## src/rtl/pll_lock_seq.sv

```systemverilog
// Startup and lock-monitor sequencer for the charge-pump PLL.
// Precharges the loop capacitor, enables the charge pump, then watches PFD
// up/down activity in fixed windows to declare lock, detect loss of lock,
// and retry or give up when acquisition times out.
//
// Ports:
//   refclk       clock, all logic on posedge
//   rst_n        synchronous active-low reset
//   enable       run request (level); low returns to IDLE
//   up, down     PFD outputs, synchronous to refclk
//   cp_en        charge-pump enable
//   precharge_en loop-cap precharge-to-midrail enable
//   lock         PLL locked
//   lol_pulse    one-cycle loss-of-lock strobe
//   fail         acquisition failed after all retries
//   state        IDLE=0 PRECHARGE=1 ACQUIRE=2 LOCKED=3 FAIL=4
//   retry_cnt    retries consumed
module pll_lock_seq #(
  parameter int unsigned PRECHG_CYC   = 64,
  parameter int unsigned WIN_LEN      = 32,
  parameter int unsigned ERR_TOL      = 2,
  parameter int unsigned LOCK_WINS    = 4,
  parameter int unsigned UNLOCK_TOL   = 8,
  parameter int unsigned UNLOCK_WINS  = 2,
  parameter int unsigned TIMEOUT_WINS = 64,
  parameter int unsigned MAX_RETRY    = 3
) (
  input  logic                           refclk,
  input  logic                           rst_n,
  input  logic                           enable,
  input  logic                           up,
  input  logic                           down,
  output logic                           cp_en,
  output logic                           precharge_en,
  output logic                           lock,
  output logic                           lol_pulse,
  output logic                           fail,
  output logic [2:0]                     state,
  output logic [$clog2(MAX_RETRY+1)-1:0] retry_cnt
);

  localparam int unsigned PW = $clog2(PRECHG_CYC);
  localparam int unsigned WW = $clog2(WIN_LEN);
  localparam int unsigned EW = $clog2(WIN_LEN + 1);
  localparam int unsigned GW = $clog2(LOCK_WINS + 1);
  localparam int unsigned BW = $clog2(UNLOCK_WINS + 1);
  localparam int unsigned AW = $clog2(TIMEOUT_WINS + 1);
  localparam int unsigned RW = $clog2(MAX_RETRY + 1);

  localparam logic [PW-1:0] PRE_LAST     = PW'(PRECHG_CYC - 1);
  localparam logic [WW-1:0] WIN_LAST     = WW'(WIN_LEN - 1);
  localparam logic [EW-1:0] ERR_TOL_W    = EW'(ERR_TOL);
  localparam logic [EW-1:0] UNLOCK_TOL_W = EW'(UNLOCK_TOL);
  localparam logic [GW-1:0] LOCK_WINS_W  = GW'(LOCK_WINS);
  localparam logic [BW-1:0] UNLK_WINS_W  = BW'(UNLOCK_WINS);
  localparam logic [AW-1:0] TIMEOUT_W    = AW'(TIMEOUT_WINS);
  localparam logic [RW-1:0] MAX_RETRY_W  = RW'(MAX_RETRY);

  typedef enum logic [2:0] {
    S_IDLE      = 3'd0,
    S_PRECHARGE = 3'd1,
    S_ACQUIRE   = 3'd2,
    S_LOCKED    = 3'd3,
    S_FAIL      = 3'd4
  } state_t;

  state_t        st;
  logic [PW-1:0] pre_cnt;
  logic [WW-1:0] win_cnt;
  logic [EW-1:0] err_cnt;
  logic [GW-1:0] good_wins;
  logic [BW-1:0] bad_wins;
  logic [AW-1:0] att_wins;

  logic          err;
  logic          win_end;
  logic [EW-1:0] err_sum;
  logic [GW-1:0] good_next;
  logic [BW-1:0] bad_next;
  logic [AW-1:0] att_next;

  assign state = st;

  // Window evaluation includes the current cycle's error sample.
  always_comb begin
    err       = up ^ down;  // both high is PFD reset overlap, not an error
    err_sum   = err_cnt + EW'(err);
    win_end   = (win_cnt == WIN_LAST);
    good_next = (err_sum <= ERR_TOL_W) ? good_wins + GW'(1) : '0;
    bad_next  = (err_sum > UNLOCK_TOL_W) ? bad_wins + BW'(1) : '0;
    att_next  = att_wins + AW'(1);
  end

  // Sequencer FSM with registered outputs.
  always_ff @(posedge refclk) begin
    if (!rst_n || !enable) begin
      st           <= S_IDLE;
      pre_cnt      <= '0;
      win_cnt      <= '0;
      err_cnt      <= '0;
      good_wins    <= '0;
      bad_wins     <= '0;
      att_wins     <= '0;
      retry_cnt    <= '0;
      cp_en        <= 1'b0;
      precharge_en <= 1'b0;
      lock         <= 1'b0;
      lol_pulse    <= 1'b0;
      fail         <= 1'b0;
    end else begin
      lol_pulse <= 1'b0;
      case (st)
        S_IDLE: begin
          st           <= S_PRECHARGE;
          precharge_en <= 1'b1;
          pre_cnt      <= '0;
          retry_cnt    <= '0;
        end
        S_PRECHARGE: begin
          if (pre_cnt == PRE_LAST) begin
            st           <= S_ACQUIRE;
            precharge_en <= 1'b0;
            cp_en        <= 1'b1;
            win_cnt      <= '0;
            err_cnt      <= '0;
            good_wins    <= '0;
            att_wins     <= '0;
          end else begin
            pre_cnt <= pre_cnt + PW'(1);
          end
        end
        S_ACQUIRE: begin
          win_cnt <= win_end ? '0 : win_cnt + WW'(1);
          err_cnt <= win_end ? '0 : err_sum;
          if (win_end) begin
            good_wins <= good_next;
            att_wins  <= att_next;
            // Lock takes precedence over a timeout on the same window.
            if (good_next == LOCK_WINS_W) begin
              st       <= S_LOCKED;
              lock     <= 1'b1;
              bad_wins <= '0;
            end else if (att_next == TIMEOUT_W) begin
              cp_en <= 1'b0;
              if (retry_cnt < MAX_RETRY_W) begin
                st           <= S_PRECHARGE;
                retry_cnt    <= retry_cnt + RW'(1);
                precharge_en <= 1'b1;
                pre_cnt      <= '0;
              end else begin
                st   <= S_FAIL;
                fail <= 1'b1;
              end
            end
          end
        end
        S_LOCKED: begin
          win_cnt <= win_end ? '0 : win_cnt + WW'(1);
          err_cnt <= win_end ? '0 : err_sum;
          if (win_end) begin
            bad_wins <= bad_next;
            if (bad_next == UNLK_WINS_W) begin
              st        <= S_ACQUIRE;
              lock      <= 1'b0;
              lol_pulse <= 1'b1;
              good_wins <= '0;
              att_wins  <= '0;
              bad_wins  <= '0;
            end
          end
        end
        S_FAIL: begin
          fail         <= 1'b1;
          cp_en        <= 1'b0;
          precharge_en <= 1'b0;
          lock         <= 1'b0;
        end
        default: st <= S_IDLE;
      endcase
    end
  end

endmodule

```

## config.mk

```make
export PLATFORM = sky130hd
export DESIGN_NAME = pll_lock_seq
export DESIGN_NICKNAME = d
export VERILOG_FILES = /design/src/rtl/pll_lock_seq.sv
export SDC_FILE = /design/constraint.sdc
export NUM_CORES = 1
export LEC_CHECK = 0
export ABC_AREA = 1
export CAP_MARGIN = 10
export CORE_ASPECT_RATIO = 1.75
export CORE_UTILIZATION = 40
export DETAILED_ROUTE_END_ITERATION = 7
export GPL_TIMING_DRIVEN = 1
export SLEW_MARGIN = 10
export SYNTH_ARGS = -nofsm -noshare
export SYNTH_HDL_FRONTEND = slang
export SYNTH_SLANG_ARGS = --single-unit
```

## constraint.sdc

```tcl
create_clock -name refclk -period 2.4 [get_ports refclk]
set_clock_uncertainty 0.05 [all_clocks]
set_input_delay 0.36 -clock refclk [delete_from_list [all_inputs] [get_ports refclk]]
set_output_delay 0.36 -clock refclk [all_outputs]
set_load 0.03 [all_outputs]
```

**After elaboration in Yosys (flattened, before gate mapping)**

Cells that the tools add are included.

- Logic and storage cells: 136
- Bits in registers: 39

- Bitwise operators: 4
- Muxes and demuxes: 64
- Reductions and logical operators: 25
- Equality and inequality tests: 20
- Add/sub/neg operators: 7
- $lt $le $gt $ge: 3

Operators with widths:

| cell | number |
|---|---|
| 6-bit 2-to-1 mux | 7 |
| 3-bit 2-to-1 mux | 12 |
| 7-bit 2-to-1 mux | 4 |
| 5-bit AND reduction | 5 |
| 7-bit one-hot mux with 3 select lines | 1 |
| 2-bit inequality test (second input constant) | 10 |
| 1-bit 2-to-1 mux | 18 |
| 2-bit 2-to-1 mux | 9 |
| 6-bit one-hot mux with 3 select lines | 1 |
| 6-bit AND reduction | 3 |
| 3-bit one-hot mux with 5 select lines | 1 |
| 6-bit one-hot mux with 2 select lines | 1 |
| 3-bit nonzero test | 4 |
| 5-bit 2-to-1 mux | 2 |
| 5-bit one-hot mux with 2 select lines | 1 |
| 3-bit one-hot mux with 3 select lines | 1 |
| 2-bit one-hot mux with 2 select lines | 2 |
| 2-bit nonzero test | 4 |
| 7-bit by 1-bit adder with 7-bit output (second input constant) | 1 |
| 7-bit equality test (second input constant) | 1 |
| 6-bit by 1-bit adder with 6-bit output | 1 |
| 6-bit by 1-bit adder with 6-bit output (second input constant) | 1 |
| 3-bit by 2-bit equality test with 1-bit output (second input constant) | 2 |
| 3-bit equality test (second input constant) | 2 |
| other kinds (24) | 29 |

**Logic depth before layout (Yosys ltp)**

- Depth in word-level cells: 8
- Depth in mapped cells: 17
- Depth with buffers taken out: 17

**Least setup slack after synthesis**

Ideal clock, no wire load.

- Path type: input -> register
- From: in down
- To: reg precharge_en
- Required time: 2.240 ns
- Slack: 0.232 ns
- Cell stages on the path: 15
- Setup time: 0.110 ns
- Buffers on the path: 0
- Arrival time: 2.008 ns
- Path through: xor2_1 -> ha_1 -> ha_1 -> nand2_1 -> inv_1 -> nor2_4 -> nand2_4 -> nor3_4 -> nand3_4 -> nand2_2 -> inv_2 -> nand2_1 -> nand2_1 -> inv_1 -> nor2_2

- Cells in the longest elaborated chain, start to end: 7

Ends and longest elaborated chain:

| item | RTL line | source |
|---|---|---|
| start: declaration | 32 | `input logic down,` |
| 1-bit XOR | 86 | `err = up ^ down;` |
| 6-bit by 1-bit adder with 6-bit output | 87 | `err_sum = err_cnt + EW'(err);` |
| 6-bit by 2-bit less-or-equal comparator with 1-bit output | 89 | `good_next = (err_sum <= ERR_TOL_W) ? good_wins + GW'(1) : '0;` |
| 3-bit 2-to-1 mux | 89 |  |
| 3-bit equality test | 139 | `if (good_next == LOCK_WINS_W) begin` |
| 2-bit inequality test (no line) | -- |  |
| 6-bit AND reduction (no line) | -- |  |
| end signal: assignment | 106 | `precharge_en <= 1'b0;` |
| end signal: assignment | 115 | `precharge_en <= 1'b1;` |
| end signal: assignment | 148 | `precharge_en <= 1'b1;` |
| end: declaration | 34 | `output logic precharge_en,` |

Every way passes these cells.
A chain may end at the register's enable or synchronous reset.

**Worst setup path in the final report**

- From: in up
- To: reg lock

- Cells in the longest elaborated chain, start to end: 7
- Elaborated cells on any way between the ends: 11

Ends and longest elaborated chain:

| item | RTL line | source |
|---|---|---|
| start: declaration | 31 | `input logic up,` |
| 1-bit XOR * | 86 |  |
| 6-bit by 1-bit adder with 6-bit output * | 87 |  |
| 6-bit by 2-bit less-or-equal comparator with 1-bit output or 6-bit by 4-bit > comparator with 1-bit output (tied branches) | 89, 90 |  |
| 3-bit 2-to-1 mux or 2-bit 2-to-1 mux (tied branches) | 89, 90 |  |
| 3-bit equality test or 2-bit equality test (tied branches) | 139, 162 |  |
| 2-bit inequality test (no line) | -- |  |
| 5-bit AND reduction (no line) * | -- |  |
| end signal: assignment | 107 | `lock <= 1'b0;` |
| end signal: assignment | 141 | `lock <= 1'b1;` |
| end signal: assignment | 164 | `lock <= 1'b0;` |
| end: declaration | 35 | `output logic lock,` |

Every way passes the cells marked *; elsewhere a longest branch is shown, timed or not.

==> run metrics <==
status=completed; number of clock buffers inserted by TritonCTS=5; global placement routability congestion=0.818; vias in the first global route=2092; IR drop worst, VDD=between 200 and 300 uV; most area-hungry cell type in the Yosys netlist=dfxtp_1; synth unique cells=40; Avg Vias per Cell=roughly 5; share of the core filled with cells=roughly 52%; dominant combinational cell family by area after synthesis=simple AND/OR/NAND/NOR gates; Placed Instance Area=0.00262 sq mm; largest stage delay on the critical path=between 0.2 and 0.3 ns; Post-CTS Hold Fix Bufs=0; biggest fanout along the worst timing path=5; share of synthesized cell area in and, or, nand and nor gates=about 37%; Cell Chain, Critical Path=dlygate4sd2_1 -> xor2_1 -> ha_2 -> ha_4 -> inv_1 -> nand2_1 -> nand2_2 -> nor2_4 -> nand2_4 -> nor3_4 -> nand3_4 -> a21oi_2 -> nand2_1 -> nand2_1 -> nor2_1; GRT Resource Usage Total=20.2%; peak clock frequency supported by timing=452 MHz; Hold Fails Final Rpt=0; Setup crit end kind=flip-flop; effective utilization at floorplan=41.4%; Data required, critical path=approximately 2.6 ns; flip-flop and latch count after synthesis=39; final setup violation count=0; count of maximum capacitance violations=0; power density over the cells=between 400 and 500 mW/mm^2; worst-case hold slack=between 0.4 and 0.5 ns; Buffers on Ports=14; Die Area=0.00606 sq mm; Place WS=-0.379 ns; clock tree from TritonCTS=built; post-synthesis xor/xnor area fraction=3.05%; min setup slack post-route=0.189 ns; yosys synthesis warning count=0; unrepaired setup endpoints after global routing=no; transition time at the pin with the least slew margin=roughly 0.37 ns; core area=0.00554 sq mm; Vert. Die Dim=102 um; post-synthesis sequential area ratio=34.0%; Routed WL=5340 um; Post-synth EDFFs=0; mean cell area of the mapped netlist=6.95 sq um; floorplan die width=59.3 um; critical-path cell with the highest stage delay=dlygate4sd2_1; type of the worst setup path=primary input to flip-flop; diode insertion count for antenna repair=0; standard-cell row count=36; count of pins over their slew limit=0; Root Buffer Master=clkbuf_8; Synth top area share=34.0%; headroom to the max-slew limit=75.3%; share of cell area taken by muxes after synthesis=0%; type of element launching the critical path=primary input; routed wirelength normalized by instance count=about 12 um; Async S/R FF share, synth=0%; count of antenna-violating nets left after detailed routing=0; non-filler cells, final=444; synth top area cells=dfxtp_1 (34%), nand2_1 (15%), a21oi_1 (7.4%); wire length of the first global-routing pass=slightly above 9000 um; total gr overflow=0; post-synth net total=344; number of levels the H-tree was split into=2; cell count after placement=430; class of the tightest hold or removal check=flip-flop to flip-flop; Synth Area in Compound Gates=13.2%; post-synthesis share of cell area spent on full adders, half adders and majority gates=4.91%; filler instances=588; data arrival time of the critical path=2.37 ns; count of mapped cells out of synthesis=330; TritonCTS sink count=39; fin crit period=between 2 and 2.5 ns; DRC errors left=0; Finished Cell Area=between 0.002 and 0.003 sq mm; Leak Pwr=approximately 0.0011 uW; DR vias=2196; Ports=15; initial antenna violation count=0; Nets=381; clock transition at the register clock pins on the worst setup and hold paths after CTS=0.08 ns; final clock period utilization by the worst path=92.1%; clock insertion delay at the later pin of the skew report=~0.31 ns; share of final-layout standard cells stronger than drive strength 1=19.8%; detailed placement HPWL=3890 um; initial detailed-routing violation count=70; largest net degree at the start of global routing=17; cell repeated most along the worst path=nand2_1; Netlist Area Pre-Place=0.00229 sq mm; number of iterations in the first detailed-routing pass=5; Primary FF master, synth=dfxtp_1; maximum clock insertion buffer count=2; synthesis-to-finish area growth=24.8%
placed cells by master, fill, tap and decap left out, types with 2 or more instances in the layout:
master and n:
nand3_4 5, buf_6 2, nand3_1 20, nand3_2 3, ha_1 6, nor2_2 5, buf_4 18, ha_4 2
nand2_2 9, nor3_1 3, nand2_1 88, a211oi_1 2, nor2_1 30, a21oi_1 34, or2_2 2, inv_1 30
inv_2 8, o21ai_1 2, dlygate4sd2_1 2, nand4_1 5, clkbuf_8 6, clkdlybuf4s50_1 12, dfxtp_1 39, o21ai_0 5
nor3_4 2, xor2_1 7
cell usage after synthesis (7+ instances only):
library cell,number
inv_2,9
nand2_2,7
dfxtp_1,39
nand2_1,90
nor2_1,30
a21oi_1,34
xor2_1,7
ha_1,9
inv_1,30
nand3_1,21
layout make-up:
| type | instances | area [sq um] | share of cell area, % |
|---|---|---|---|
| Clock inverter | 2 | 35.0 | 1.22 |
| Inverter | 40 | 153 | 5.33 |
| Multi-Input combinational cell | 247 | 1420 | 49.7 |
| Clock buffer | 6 | 82.6 | 2.88 |
| Tap cell | 76 | 95.1 | 3.32 |
| Timing Repair Buffer | 34 | 295 | 10.3 |
| Sequential cell | 39 | 781 | 27.3 |
kinds of logic (layout without fill, tap and decap cells):
group / count (synthesis) / count (layout)
compound gates: 52 / 52
xor+xnor: 8 / 8
fa+ha+maj: 9 / 9
buf+inv: 45 / 82
flops: 39 / 39
simple gates: 177 / 178
repair_timing:
action | CTS | global route
endpoints found under the hold margin | 0 | 0
gates cloned | 1 | 0
pin swaps | 12 | 1
gates resized for setup | 18 | 0
buffers inserted | 5 | 0
endpoints found under the setup margin | 10 | 1
worst paths after layout:
| check | start | end | slack, ns | depth (start not counted) |
|---|---|---|---|---|
| hold / removal | fail | fail | 0.41 | 2 |
| setup / recovery | up | lock | 0.19 | 15 |
| hold reg to reg | fail | fail | 0.41 | 2 |
| setup reg to reg | err_cnt[0] | lock | 0.31 | 13 |
report_power, final:
part / switching (uW) / internal [uW]
combinational: 89.0 / 52.1
clock: 252 / 337
sequential: 6.77 / 653
total: 348 / 1040
metrics by stage:
stage	TNS (ns)	power (uW)
after detailed placement	-7.45	811
final	0	1390
after global routing	0	1450
after global placement	-6.81	811
after floorplan	0	767
after CTS	0	1400
layer usage:
metal,part of all wire (%),vias to the layer above,global-route usage [%]
met2,56,23,38.6
met1,40,1024,20.7
met5,0,-,0
li1,-,1142,-
met3,1.9,7,3.04
met4,2.0,0,8.79
state kept, by name, indices dropped and copies added (netlist names):
register and flops:
lock 1, win_cnt 5, bad_wins 2, cp_en 1, fail 1, retry_cnt 2, lol_pulse 1, good_wins 3
att_wins 7, precharge_en 1, pre_cnt 6, state 3, err_cnt 6
critical path, delay by kind of cell:
kind / cells / cell delay [ns]
xor+xnor: 1 / 0.22
buf+inv: 2 / 0.29
fa+ha+maj: 2 / 0.37
compound gates: 1 / 0.21
simple gates: 9 / 0.91
Power figures use the tool's default switching activity.
